[src/rtl/mem_wb_stage.sv]
// rtl/mem_wb_stage.sv - MEM/WB pipeline stage with handshaked data-memory access
//
// Purpose:
//   Passes non-memory instructions straight to the WB registers with one cycle
//   of latency. Loads and stores are captured and issued to data memory via a
//   req/ack handshake, stalling upstream until the access completes or a
//   timeout expires (in which case the instruction is squashed and DM_ERR
//   latches high until reset).
//
// Ports:
//   clk, rst_n                 clock, asynchronous active-low reset
//   MEM_VALID .. MEM_RD_SEL    MEM-stage instruction fields (held while MEM_STALL)
//   DM_REQ/DM_WE/DM_ADDR/
//   DM_WDATA                   data-memory request side (DM_REQ high only in WAIT)
//   DM_RDATA/DM_ACK            data-memory response side
//   MEM_STALL                  combinational stall to upstream
//   DM_ERR                     sticky access-timeout flag
//   WB_VALID/WB_RF_WE/
//   WB_RF_DATA/WB_RD_SEL       writeback-stage registers

module mem_wb_stage #(
  parameter logic [7:0] DM_TIMEOUT = 8'd255
) (
  input  logic        clk,
  input  logic        rst_n,
  input  logic        MEM_VALID,
  input  logic        MEM_DM_WE,
  input  logic [31:0] MEM_ALU_RES,
  input  logic [31:0] MEM_muxB,
  input  logic [15:0] MEM_DM_ADDR,
  input  logic [1:0]  MEM_RF_D_SEL,
  input  logic [31:0] MEM_NEXT_PC,
  input  logic [1:0]  MEM_RD_SEL,
  output logic        DM_REQ,
  output logic        DM_WE,
  output logic [15:0] DM_ADDR,
  output logic [31:0] DM_WDATA,
  input  logic [31:0] DM_RDATA,
  input  logic        DM_ACK,
  output logic        MEM_STALL,
  output logic        DM_ERR,
  output logic        WB_VALID,
  output logic        WB_RF_WE,
  output logic [31:0] WB_RF_DATA,
  output logic [1:0]  WB_RD_SEL
);

  typedef enum logic {
    S_IDLE = 1'b0,
    S_WAIT = 1'b1
  } state_t;

  state_t      state, state_nxt;
  logic [7:0]  cnt, cnt_nxt;

  // Captured copies of the fields needed once the access completes.
  logic [31:0] cap_alu;
  logic [1:0]  cap_rf_d_sel;
  logic [1:0]  cap_rd_sel;

  logic        memop;
  logic        timeout;
  logic        capture;   // IDLE -> WAIT: latch request fields
  logic        wb_pass;   // IDLE, no memop: WB loads directly from inputs
  logic        wb_mem;    // WAIT with ACK: WB loads the completed access
  logic        wb_clear;  // bubble into WB (capture, waiting, or squash)
  logic        err_set;

  assign memop   = MEM_VALID && (MEM_DM_WE || (MEM_RF_D_SEL == 2'd1));
  assign timeout = (cnt == DM_TIMEOUT);

  // DM_REQ is decoded from the state register so that an asynchronous reset
  // drops it immediately, without waiting for a clock edge.
  assign DM_REQ = (state == S_WAIT);

  always_comb begin
    state_nxt = state;
    cnt_nxt   = cnt;
    MEM_STALL = 1'b0;
    capture   = 1'b0;
    wb_pass   = 1'b0;
    wb_mem    = 1'b0;
    wb_clear  = 1'b0;
    err_set   = 1'b0;
    case (state)
      S_IDLE: begin
        // DM_ACK is deliberately not looked at here.
        if (memop) begin
          MEM_STALL = 1'b1;
          capture   = 1'b1;
          cnt_nxt   = 8'd0;
          wb_clear  = 1'b1;
          state_nxt = S_WAIT;
        end else begin
          wb_pass = 1'b1;
        end
      end
      S_WAIT: begin
        if (DM_ACK) begin
          // ACK wins over a coincident timeout.
          wb_mem    = 1'b1;
          state_nxt = S_IDLE;
        end else if (timeout) begin
          // Release upstream this cycle; the instruction is dropped.
          wb_clear  = 1'b1;
          err_set   = 1'b1;
          state_nxt = S_IDLE;
        end else begin
          MEM_STALL = 1'b1;
          wb_clear  = 1'b1;
          cnt_nxt   = cnt + 8'd1;
        end
      end
      default: begin
        state_nxt = S_IDLE;
        cnt_nxt   = 8'd0;
      end
    endcase
  end

  always_ff @(posedge clk or negedge rst_n) begin
    if (!rst_n) begin
      state <= S_IDLE;
      cnt   <= 8'd0;
    end else begin
      state <= state_nxt;
      cnt   <= cnt_nxt;
    end
  end

  // Request capture registers.
  always_ff @(posedge clk or negedge rst_n) begin
    if (!rst_n) begin
      DM_WE        <= 1'b0;
      DM_ADDR      <= 16'd0;
      DM_WDATA     <= 32'd0;
      cap_alu      <= 32'd0;
      cap_rf_d_sel <= 2'd0;
      cap_rd_sel   <= 2'd0;
    end else if (capture) begin
      DM_WE        <= MEM_DM_WE;
      DM_ADDR      <= MEM_DM_ADDR;
      DM_WDATA     <= MEM_muxB;
      cap_alu      <= MEM_ALU_RES;
      cap_rf_d_sel <= MEM_RF_D_SEL;
      cap_rd_sel   <= MEM_RD_SEL;
    end
  end

  // Sticky error flag.
  always_ff @(posedge clk or negedge rst_n) begin
    if (!rst_n) begin
      DM_ERR <= 1'b0;
    end else if (err_set) begin
      DM_ERR <= 1'b1;
    end
  end

  // Writeback registers. Data and destination hold their last value while
  // a bubble is inserted; only the valid/write-enable bits are cleared.
  always_ff @(posedge clk or negedge rst_n) begin
    if (!rst_n) begin
      WB_VALID   <= 1'b0;
      WB_RF_WE   <= 1'b0;
      WB_RF_DATA <= 32'd0;
      WB_RD_SEL  <= 2'd0;
    end else if (wb_pass) begin
      WB_VALID   <= MEM_VALID;
      WB_RF_WE   <= MEM_VALID;
      WB_RF_DATA <= (MEM_RF_D_SEL == 2'd2) ? MEM_NEXT_PC : MEM_ALU_RES;
      WB_RD_SEL  <= MEM_RD_SEL;
    end else if (wb_mem) begin
      WB_VALID   <= 1'b1;
      WB_RF_WE   <= !DM_WE;
      WB_RF_DATA <= (!DM_WE && (cap_rf_d_sel == 2'd1)) ? DM_RDATA : cap_alu;
      WB_RD_SEL  <= cap_rd_sel;
    end else if (wb_clear) begin
      WB_VALID   <= 1'b0;
      WB_RF_WE   <= 1'b0;
    end
  end

endmodule

[config.mk]
export PLATFORM = sky130hd
export DESIGN_NAME = mem_wb_stage
export DESIGN_NICKNAME = d
export VERILOG_FILES = /design/src/rtl/mem_wb_stage.sv
export SDC_FILE = /design/constraint.sdc
export NUM_CORES = 1
export LEC_CHECK = 0
export ABC_AREA = 1
export ABC_CLOCK_PERIOD_IN_PS = 3200
export CELL_PAD_IN_SITES_DETAIL_PLACEMENT = 1
export CELL_PAD_IN_SITES_GLOBAL_PLACEMENT = 2
export CORE_AREA = 2 2 160 162
export CTS_CLUSTER_SIZE = 16
export DETAILED_ROUTE_END_ITERATION = 7
export DIE_AREA = 0 0 162 164
export GPL_TIMING_DRIVEN = 1
export PLACE_DENSITY = 0.94
export SLEW_MARGIN = 20
export SYNTH_ARGS = -nofsm -noshare
export SYNTH_HDL_FRONTEND = slang
export SYNTH_SLANG_ARGS = --single-unit
[constraint.sdc]
create_clock -name clk -period 3.2 [get_ports clk]
set_input_delay 0.64 -clock clk [delete_from_list [all_inputs] [get_ports clk]]
set_output_delay 0.64 -clock clk [all_outputs]
set_load 0.005 [all_outputs]
# [Word level (Yosys, flattened, before mapping)]
# Index checks and enable logic that the tools add are counted.
[totals] ff_bits=131 memories=0 ram_bits=0 output_inout_bits=88 input_bits=153 latchBits=0 mem_bits_ro=0
[classes] magnitude_cmp=0 bitwise_logic=1 reduce_logical=7 n_mux=29 n_addsub=1 n_mul=0 eq_ne=7 div=0 n_shift=0
[op_table] cell="32-bit two-way mux" n=4
[op_table] cell="8-bit two-way mux" n=3
[op_table] cell="1-bit two-way mux" n=17
[op_table] cell="8-bit case mux with 2 select lines" n=1
[op_table] cell="8-bit by 1-bit adder with 8-bit output, second input constant" n=1
[op_table] cell="8-bit equality test, second input constant" n=1
[op_table] cell="2-bit != test, second input constant" n=3
[op_table] cell="2-bit by 1-bit equality test with 1-bit output, second input constant" n=2
[op_table] cell="2-bit two-way mux" n=2
[op_table] cell="1-bit case mux with 2 select lines" n=2
[op_table] cell="3-bit AND reduction" n=1
[op_table] cell="3-bit nonzero test" n=1
[op_table] cell="2-bit equality test, second input constant" n=1
[op_table] cell="1-bit logical AND" n=2
[op_table] cell="2-bit nonzero test" n=1
[op_table] cell="1-bit zero test" n=1
[op_table] cell="1-bit logical OR" n=1
[op_table] cell="1-bit inverter" n=1

# [Depth between registers and ports, before layout]
# Gate-level depths: netlist of the first run.
[depth] word_depth=8 ltp_mapped=10 depth_no_buf=8

# [Worst setup path before layout of the first run]
# OpenSTA, ideal clock, no wires.
[synth_path] kind="in2out" from="input port MEM_RF_D_SEL[1]" to="output port MEM_STALL" required_time_ns=2.560 n_path_buf=2 arrival_ns=1.345 setup_slack_ns=1.215 path_stages=7 path_cell_list="buf_6 inv_2 nand2_1 nand2_2 nand3_4 nand2_1 buf_2"
[synth_via] elab_chain_len=5
[synth_lines] element="start, declared" line_no="31" source="input logic [1:0] MEM_RF_D_SEL,"
[synth_lines] element="2-bit by 1-bit equality test with 1-bit output" line_no="69" source="assign memop = MEM_VALID && (MEM_DM_WE || (MEM_RF_D_SEL == 2'd1));"
[synth_lines] element="1-bit logical OR" line_no="69"
[synth_lines] element="1-bit logical AND" line_no="69"
[synth_lines] element="1-bit two-way mux" line_no="88" source="if (memop) begin"
[synth_lines] element="1-bit case mux with 2 select lines" line_no="85" source="case (state)"
[synth_lines] element="end, declared" line_no="40" source="output logic MEM_STALL,"
# Every way passes these cells.

# [Final worst setup path of the first run]
# Ends and elaborated chain as after synthesis.

==> results of run 1 <==
-- cells in the final DEF (no fill, tap or decap), types with 2 or more instances in the layout --
cell               n
dfrtp_1          131
buf_12             2
bufinv_16          2
clkdlybuf4s50_1  239
clkbuf_16         17
nor2_1            60
o211ai_1           2
inv_2              5
clkinv_2           4
clkbuf_8           3
nand2_1          416
clkinvlp_4         2
a21oi_1            6
nand2_2            4
nand3_1           34
o21ai_0           65
inv_1             51
o21ai_1            2
buf_4             13
clkbuf_1           3
-- how the worst min path moves through the flow --
stage	startpoint	to	slack [ns]	cells past startpoint
floorplan	rst_n	DM_ADDR[0]	0.34	0
global placement	DM_ADDR[2]	DM_ADDR[2]	0.46	2
finish	rst_n	cap_alu[22]	0.20	1
CTS	rst_n	cap_alu[22]	0.21	1
detailed placement	DM_WDATA[26]	DM_WDATA[26]	0.46	2
global route	rst_n	cap_alu[22]	0.22	1
-- critical path: cells and delay by family --
family | cells | cell delay (ns)
buffers and inverters | 3 | 1.04
and+or+nand+nor | 4 | 0.40
-- registers in the layout (all words and copies together) (netlist names) --
signal	cells
DM_WDATA	32
WB_RF_DATA	32
cap_alu	32
DM_ADDR	16
cnt	8
WB_RD_SEL	2
cap_rd_sel	2
cap_rf_d_sel	2
DM_ERR	1
DM_REQ	1
DM_WE	1
WB_RF_WE	1
WB_VALID	1
-- layer usage --
layer,routed length (microns),up-vias,part of all wire
met2,11000,167,0.49
li1,-,2992,-
met5,0,-,0
met1,9520,2871,0.43
met3,1240,28,0.056
met4,476,0,0.021
-- logic make-up (layout without fill, tap and decap cells) --
logic type,after synthesis,count (layout),synth area share
buffers and inverters,97,343,0.0694
AND/OR/NAND/NOR,518,518,0.328
flip-flops,131,131,0.534
other,0,1,0
AO/OA/AOI/OAI,78,78,0.0668
adder cells (fa/ha/maj),1,1,0.00204
-- power groups by stage --
stage / Clock [W] / Combinational (W) / Sequential [W]
6_report: 0.00195 / 0.00155 / 0.00221
2_1_floorplan: 0 / 0.000609 / 0.00222
4_1_cts: 0.00201 / 0.00159 / 0.00221
3_5_place_dp: 0 / 0.00158 / 0.00223
5_1_grt: 0.00207 / 0.00175 / 0.00225
3_3_place_gp: 0 / 0.00154 / 0.00222
-- metrics by stage --
step / power, W / cell area [sq um] / hold slack, ns
final: 0.00571 / 9470 / 0.197
after global routing: 0.00607 / 9470 / 0.222
after CTS: 0.00582 / 9470 / 0.210
after detailed placement: 0.00382 / 8880 / 0.465
after global placement: 0.00377 / 8880 / 0.461
after floorplan: 0.00283 / 6140 / 0.344
-- area by class of cell --
class | instances | area, sq um
diodes | 1 | 2.50
clock buffers | 23 | 478
clock inverters | 9 | 104
fillers | 2970 | 15400
inverters | 56 | 210
multi-input cells | 597 | 2440
flip-flops and latches | 131 | 3280
well taps | 330 | 413
repair buffers | 255 | 2540
==> results.py, run 1 <==
metrics = {
    "outcome": {
        "status": "completed",
    },
    "floorplanning": {
        "num_rows": 58,
        "io-pin-count": 241,
        "initial_core_util": 0.248,
        "die_y_microns": 164,
        "die_x_microns": 162,
        "core_sq_mm": 0.0248,
        "die_area_sq_mm": 0.0266,
    },
    "final_layout": {
        "fin_nets": 1212,
        "stdcell_count": 1402,
        "postLayoutCoreUtil": 0.381,
        "drive_above_1_share": 0.0523,
        "area_growth_pct": 54.1,
    },
    "sta": {
        "max_freq_mhz": 368,
        "post-route-period-util": 0.850,
        "max-slew-margin-rel": 0.572,
        "worstMarginPinSlew_ns": 0.641,
        "clock_skew_ns": 0.00781,
        "fin_setup_tns_ns": 0,
        "post-route-min-period_ns": 2.72,
        "hold_viol_final": 0,
        "rsz0062_at_grt": "no",
        "finalSetupViolations": 0,
        "finalMaxSlewViolations": 0,
        "fin_ws_ns": 0.480,
    },
    "global_routing": {
        "grt_max_degree": 109,
        "antenna_found_initial": 1,
        "grt_pass1_vias": 6462,
        "globalRouteTotalUtil": 0.172,
        "grt_use_met1": 0.208,
        "grt.busiest_layer": "met2",
        "grt_pass1_wl_mm": 35.3,
        "use_met3": 0.0462,
        "grt_overflow": 0,
        "met2_usage": 0.296,
    },
    "setup_path": {
        "cp-startpoint": "MEM_RF_D_SEL[1]",
        "endpoint": "MEM_STALL",
        "critPathArrivalTime_ns": 2.08,
        "start_kind": "input pin",
        "required_ns": 2.56,
        "reg2reg_from": "DM_REQ",
        "reg2reg_depth": 7,
        "crit-reg2reg-capture": "cap_alu[10]",
        "critPathKind": "in -> out",
        "worstSetupEndpointType": "output port",
        "max_stage_delay_ns": 0.52,
        "r2r_slack_ns": 0.99,
        "crit_chain": "clkdlybuf4s50_1, inv_2, nand2_1, nand2_2, nand3_4, nand2_1, clkdlybuf4s50_1",
        "cp_max_fo": 3,
        "slowest_stage": "clkdlybuf4s50_1",
    },
    "routing": {
        "drt_first_iter_violations": 211,
        "routed_wl_mm": 22.2,
        "detailedRoute.firstPassIterationCount": 4,
        "vias_per_cell": 4.32,
        "vias": 6058,
        "drc_errors": 0,
        "antenna_left": 0,
        "wl_per_cell_microns": 15.9,
    },
    "yosys": {
        "yosys-top-cells-count": "nand2_1, dfrtp_1, o21ai_0",
        "synthTopCellsByArea": "dfrtp_1, nand2_1, o21ai_0",
        "async_flop_share": 1.00,
        "ys_ff_latch": 131,
        "synth-edff-count": 0,
        "postSynthAreaPerCell_sq_um": 7.45,
        "syn_nets": 979,
        "synthDistinctLibCells": 23,
        "synth_top_area_cell": "dfrtp_1",
        "synth_top_area_frac": 0.534,
        "ys_seq_area_frac": 0.534,
        "yosysMostFrequentCell": "nand2_1",
        "synth_cells": 825,
        "ys_warn_count": 0,
        "netlist_area_sq_mm": 0.00614,
        "synth-main-ff-cell": "dfrtp_1",
    },
    "pwr": {
        "swShare": 0.292,
        "switchingPower_w": 0.00167,
        "clock_power_share": 0.341,
        "p_int_w": 0.00404,
        "irDropWorstVdd_mv": 0.237,
        "p_leak_nw": 4.59,
        "p_seq_frac": 0.387,
        "power.density_mw_per_mm2": 603,
        "combPwrFrac": 0.272,
    },
    "clock_network": {
        "htree_num_levels": 4,
        "root_buffer": "clkbuf_16",
        "clk_latency_ns": 0.42,
        "clk_pin_slew_ns": 0.06,
        "cts_hold_buf": 0,
        "cts_tree": "done",
        "cts_setup_buffers": 0,
        "cts_resized": 0,
        "cts_buffer_depth": 2,
        "cts_buffers": 17,
        "clkSinkCount": 131,
    },
    "placed_design": {
        "io_buffers": 240,
        "dp.cells": 1369,
        "dp_slack_ns": 0.466,
        "dpl.hpwl_mm": 15.2,
        "gp_congestion": 0.758,
    },
    "worst_hold_path": {
        "hp-class": "in -> async",
    },
    "job": {
        "drv_cap": 0,
    },
}
(Power assumes the default switching activity.)
==> inputs of run 2 (changes only) <==
--- a/config.mk
+++ b/config.mk
@@ -6,15 +6,15 @@
 export NUM_CORES = 1
 export LEC_CHECK = 0
 export ABC_AREA = 1
-export ABC_CLOCK_PERIOD_IN_PS = 3200
+export ABC_CLOCK_PERIOD_IN_PS = 2300
 export CELL_PAD_IN_SITES_DETAIL_PLACEMENT = 1
 export CELL_PAD_IN_SITES_GLOBAL_PLACEMENT = 2
-export CORE_AREA = 2 2 160 162
+export CORE_AREA = 2 2 175 177
 export CTS_CLUSTER_SIZE = 16
 export DETAILED_ROUTE_END_ITERATION = 7
-export DIE_AREA = 0 0 162 164
+export DIE_AREA = 0 0 177 179
 export GPL_TIMING_DRIVEN = 1
-export PLACE_DENSITY = 0.94
+export PLACE_DENSITY = 0.85
 export SLEW_MARGIN = 20
 export SYNTH_ARGS = -nofsm -noshare
 export SYNTH_HDL_FRONTEND = slang
==> constraint.sdc (replaced) <==
create_clock -name clk -period 2.3 [get_ports clk]
set_input_delay 0.46 -clock clk [delete_from_list [all_inputs] [get_ports clk]]
set_output_delay 0.46 -clock clk [all_outputs]
set_load 0.005 [all_outputs]
==> run 2 against run 1 <==
Effect of this change: non-clock buffer count rose by 18; utilization fell by 5.5 points; routed wire length rose by 3.6%; sequential cell count did not move; first-iteration DRC count rose by 0.47%; sequential power rose by 38%; clock power rose by 57%; clock-buffer cell count fell by 6; sequential share of layout area fell by 1.2 points; global-route usage fell by 2.5 points; via count rose by 0.40%; hold slack improved by 0.28 ns; critical path type is now reg -> out; largest power group unchanged.
==> results.py, run 2 (same netlist as run 1, synthesis figures left out) <==
metrics = {
    "worst_hold_path": {
        "min_from": "DM_WDATA[24]",
        "hold_depth": 2,
        "hp-class": "reg -> reg",
        "holdPathEnd": "DM_WDATA[24]",
    },
    "clock_network": {
        "root_buffer": "clkbuf_16",
        "clk_latency_ns": 0.42,
        "clk_pin_slew_ns": 0.06,
        "htree_num_levels": 4,
        "cts_tree": "done",
        "clkSinkCount": 131,
        "cts_buffers": 17,
        "cts_buffer_depth": 2,
    },
    "job": {
        "drv_cap": 0,
    },
    "final_layout": {
        "reg_top3": "DM_WDATA (32), WB_RF_DATA (32), cap_alu (32)",
        "final_common_cell": "nand2_1",
        "fin_nets": 1230,
        "drive_above_1_share": 0.0725,
        "area_growth_pct": 59.7,
        "final_cell_mix": "nand2_1, clkdlybuf4s50_1, dfrtp_1, o21ai_0, nor2_1",
    },
    "global_routing": {
        "grt_overflow": 0,
        "grt_pass1_wl_mm": 36.0,
        "grt_max_degree": 74,
        "grt_pass1_vias": 6452,
        "globalRouteTotalUtil": 0.147,
        "antenna_found_initial": 0,
    },
    "sta": {
        "clock_skew_ns": 0.0142,
        "worstMarginPinSlew_ns": 0.559,
        "post-route-min-period_ns": 2.18,
        "finalSetupViolations": 0,
        "hold_viol_final": 0,
        "max-slew-margin-rel": 0.627,
        "max_freq_mhz": 458,
        "fin_ws_ns": 0.117,
        "finalMaxSlewViolations": 0,
        "post-route-period-util": 0.949,
        "whs_ns": 0.479,
    },
    "placed_design": {
        "io_buffers": 240,
        "dpl.hpwl_mm": 16.3,
        "gp_congestion": 0.750,
        "dp_slack_ns": 0.0358,
    },
    "floorplanning": {
        "io-pin-count": 241,
        "core_sq_mm": 0.0300,
        "die_area_sq_mm": 0.0317,
        "die_y_microns": 179,
        "num_rows": 64,
        "die_x_microns": 177,
        "initial_core_util": 0.205,
    },
    "setup_path": {
        "reg2reg_from": "DM_REQ",
        "cp-startpoint": "cnt[0]",
        "start_kind": "flip-flop",
        "critPathArrivalTime_ns": 1.72,
        "critPathKind": "reg -> out",
        "r2r_slack_ns": 0.65,
        "crit-reg2reg-capture": "cnt[2]",
        "required_ns": 1.84,
        "cp_max_fo": 3,
        "worstSetupEndpointType": "output port",
        "reg2reg_depth": 8,
    },
    "routing": {
        "drt-met1-wl_mm": 10.0,
        "drc_errors": 0,
        "vias_per_cell": 4.09,
        "vias": 6082,
        "wl_per_cell_microns": 15.5,
        "wl_met3_mm": 1.44,
        "antenna_left": 0,
        "drt_first_iter_violations": 212,
        "routed_wl_mm": 23.0,
        "top_layer_used": "met4",
        "wl_met2_mm": 11.3,
        "detailedRoute.firstPassIterationCount": 4,
    },
    "pwr": {
        "p_leak_nw": 4.73,
        "irDropWorstVdd_mv": 0.438,
        "power_w": 0.00835,
        "power.density_mw_per_mm2": 851,
    },
    "outcome": {
        "status": "completed",
    },
}
[run 2: cell count changes in the layout (fill, tap and decap cells not counted), sizes merged]
| cell | previous run | this run |
|---|---|---|
| inv | 56 | 65 |
| clkinvlp | 2 | 0 |
| dlygate4sd3 | 0 | 1 |
| dlygate4sd2 | 0 | 1 |
| bufinv | 2 | 4 |
| clkinv | 5 | 2 |
| buf | 16 | 33 |
| clkbuf | 23 | 17 |
| clkdlybuf4s50 | 239 | 238 |
[run 2: worst max-delay path by stage]
stage	cells after the start	endpoint
floorplan	7	MEM_STALL
global route	7	MEM_STALL
CTS	7	MEM_STALL
detailed placement	7	MEM_STALL
finish	7	MEM_STALL
global placement	7	MEM_STALL
[run 2: layout make-up]
cell class / count / area [sq um]
inverters: 56 / 210
clock inverters: 15 / 215
repair buffers: 273 / 2730
flip-flops and latches: 131 / 3280
diodes: 1 / 2.50
well taps: 396 / 495
clock buffers: 17 / 425
multi-input cells: 597 / 2450
fillers: 3578 / 20200
[run 2: report_power, final]
group / internal, W / total [W] / switching (W)
combinational: 0.00121 / 0.00224 / 0.00103
sequential: 0.00279 / 0.00306 / 0.000266
clock: 0.00185 / 0.00306 / 0.00120
[run 2: what timing repair did]
| action | in CTS | in global routing |
|---|---|---|
| setup buffers | 1 | 1 |
| hold endpoints to repair | 24 | 0 |
| hold buffers | 1 | 0 |
| gates resized for setup | 1 | 4 |
| endpoints found under the setup margin | 1 | 1 |
| pin swaps | 1 | 1 |
[run 2: routing by layer]
metal | vias to the layer above | GRT usage
li1 | 3035 | -
met1 | 2872 | 0.182
met2 | 160 | 0.253
met3 | 15 | 0.0401
met4 | 0 | 0.0382
met5 | - | 0
[run 2: worst max-delay path, stage by stage, from the launching register on]
cell and delay (ns):
dfrtp_1 0.38, ha_2 0.20, nand2_2 0.08, nor2_4 0.12, nand2_1 0.10, nand3_1 0.09
nand2_1 0.07, dlygate4sd2_1 0.27
[run 2: per-stage QoR]
stage	util	std cells	TNS, ns	instance area [sq um]
2_1_floorplan	-	825	0	6140
6_report	0.327	1486	0	9810
3_3_place_gp	0.304	1450	0	9130
5_1_grt	0.327	1485	-0.0251	9810
3_5_place_dp	0.304	1450	0	9130
4_1_cts	0.326	1484	0	9790
==> inputs of run 3 (changes only) <==
--- a/config.mk
+++ b/config.mk
@@ -14,7 +14,7 @@
 export DETAILED_ROUTE_END_ITERATION = 7
 export DIE_AREA = 0 0 177 179
 export GPL_TIMING_DRIVEN = 1
-export PLACE_DENSITY = 0.85
+export PLACE_DENSITY = 0.79
 export SLEW_MARGIN = 20
 export SYNTH_ARGS = -nofsm -noshare
 export SYNTH_HDL_FRONTEND = slang
==> run 3 against run 2 <==
Effect of this change: cell area fell by 0.32%; critical endpoint unchanged; setup slack improved by 0.039 ns; sequential power barely moved; critical path type unchanged; cell count did not move; non-clock buffer count did not move; critical path depth did not move; register-to-register slack barely moved.
==> results.py, run 3 (same netlist as run 1, synthesis figures left out) <==
metrics = {
    "outcome": {
        "status": "completed",
    },
    "sta": {
        "post-route-min-period_ns": 2.14,
        "rsz0062_at_grt": "no",
        "finalMaxSlewViolations": 0,
        "post-route-period-util": 0.932,
        "worstMarginPinSlew_ns": 0.667,
        "clock_skew_ns": 0.0173,
        "hold_viol_final": 0,
        "finalSetupViolations": 0,
        "fin_ws_ns": 0.155,
        "max_freq_mhz": 466,
        "max-slew-margin-rel": 0.555,
    },
    "routing": {
        "vias": 6101,
        "detailedRoute.firstPassIterationCount": 4,
        "wl_per_cell_microns": 15.6,
        "vias_per_cell": 4.11,
        "routed_wl_mm": 23.1,
        "antenna_left": 0,
        "drt_first_iter_violations": 189,
        "drc_errors": 0,
    },
    "setup_path": {
        "cp-startpoint": "cnt[0]",
        "reg2reg_depth": 6,
        "cp_max_fo": 3,
        "start_kind": "flip-flop",
        "required_ns": 1.84,
        "reg2reg_from": "DM_WE",
        "critPathArrivalTime_ns": 1.68,
        "critPathKind": "reg -> out",
        "worstSetupEndpointType": "output port",
    },
    "final_layout": {
        "drive_above_1_share": 0.0725,
        "reg_top3": "DM_WDATA (32), WB_RF_DATA (32), cap_alu (32)",
        "fillers": 3560,
        "multi_input_area_sq_mm": 0.00245,
        "area_growth_pct": 59.1,
        "final-seq-area_sq_mm": 0.00328,
        "final_common_cell": "nand2_1",
        "final_cell_mix": "nand2_1, clkdlybuf4s50_1, dfrtp_1, o21ai_0, nor2_1",
        "fin_area_sq_mm": 0.00978,
        "fin_nets": 1230,
    },
    "clock_network": {
        "clk_latency_ns": 0.43,
        "clkSinkCount": 131,
        "cts_tree": "done",
        "cts_buffers": 17,
        "root_buffer": "clkbuf_16",
        "cts_buffer_depth": 2,
        "clk_pin_slew_ns": 0.07,
        "htree_num_levels": 4,
    },
    "placed_design": {
        "gp_congestion": 0.769,
        "dp_slack_ns": -0.0252,
        "io_buffers": 240,
        "dpl.hpwl_mm": 16.2,
        "postPlaceCellArea_sq_mm": 0.00913,
    },
    "global_routing": {
        "grt_overflow": 0,
        "grt_pass1_wl_mm": 35.7,
        "globalRouteTotalUtil": 0.147,
        "grt.busiest_layer": "met2",
        "use_met3": 0.0458,
        "met2_usage": 0.239,
        "grt_pass1_vias": 6231,
        "grt_max_degree": 58,
        "antenna_found_initial": 1,
        "grt_use_met1": 0.187,
    },
    "floorplanning": {
        "io-pin-count": 241,
        "die_x_microns": 177,
        "initial_core_util": 0.205,
        "die_area_sq_mm": 0.0317,
        "num_rows": 64,
        "die_y_microns": 179,
        "core_sq_mm": 0.0300,
    },
    "pwr": {
        "combPwrFrac": 0.277,
        "irDropWorstVdd_mv": 0.339,
        "swShare": 0.323,
        "p_seq_frac": 0.377,
        "switchingPower_w": 0.00262,
        "p_int_w": 0.00549,
        "clock_power_share": 0.346,
        "p_leak_nw": 4.71,
        "power.density_mw_per_mm2": 829,
    },
    "worst_hold_path": {
        "min_from": "DM_WDATA[2]",
        "hold_depth": 2,
        "hp-class": "reg -> reg",
    },
    "job": {
        "drv_cap": 0,
    },
}
## run 3: stage by stage
stage                     setup TNS (ns)  total power (W)  hold WS [ns]  utilization  instances
final                                  0          0.00810         0.478        0.326       1486
after global routing                   0          0.00865         0.509        0.326       1485
after CTS                              0          0.00827         0.484        0.326       1485
after detailed placement         -0.0252          0.00537         0.417        0.304       1450
after global placement           -0.0460          0.00533         0.414        0.304       1450
after floorplan                        0          0.00394         0.164            -        825
## run 3: power by group through the flow
stage | clock network, W | logic (W) | registers, W
4_1_cts | 0.00291 | 0.00230 | 0.00306
6_report | 0.00281 | 0.00224 | 0.00305
5_1_grt | 0.00301 | 0.00253 | 0.00311
2_1_floorplan | 0 | 0.000847 | 0.00309
3_3_place_gp | 0 | 0.00224 | 0.00309
3_5_place_dp | 0 | 0.00228 | 0.00309
## run 3: worst paths after layout
kind	endpoint	slack (ns)
min reg2reg	DM_WDATA[2]	0.48
max reg2reg	WB_RF_DATA[14]	0.65
min in group asynchronous	WB_RF_DATA[9]	0.54
min	DM_WDATA[2]	0.48
max	MEM_STALL	0.16
max in group asynchronous	cap_alu[2]	1.04
## run 3: cell type report
class,count,share of cell area
inverters,56,0.0215
clock inverters,15,0.0188
flip-flops and latches,131,0.335
repair buffers,273,0.279
clock buffers,17,0.0435
well taps,396,0.0507
multi-input cells,597,0.251
diodes,1,0.000256
## run 3: worst max-delay path, cell delays in order (launching register included)
cell and delay (ns):
dfrtp_1 0.37, ha_1 0.19, nand2_2 0.08, nor2_4 0.14, nand2_2 0.09, nand3_1 0.07, nand2_1 0.06, dlygate4sd2_1 0.26
## run 3: timing repair
item / 4_1_cts / 5_1_grt
gates resized for setup: 5 / 0
setup endpoints to repair: 1 / 0
hold buffers: 1 / 0
buffers inserted: 2 / 0
endpoints found under the hold margin: 36 / 0
## run 3: metal layers
layer  share of wire  vias up
met5               0        -
li1                -     3037
met1            0.45     2878
met3           0.069       23
met2            0.46      163
met4           0.018        0
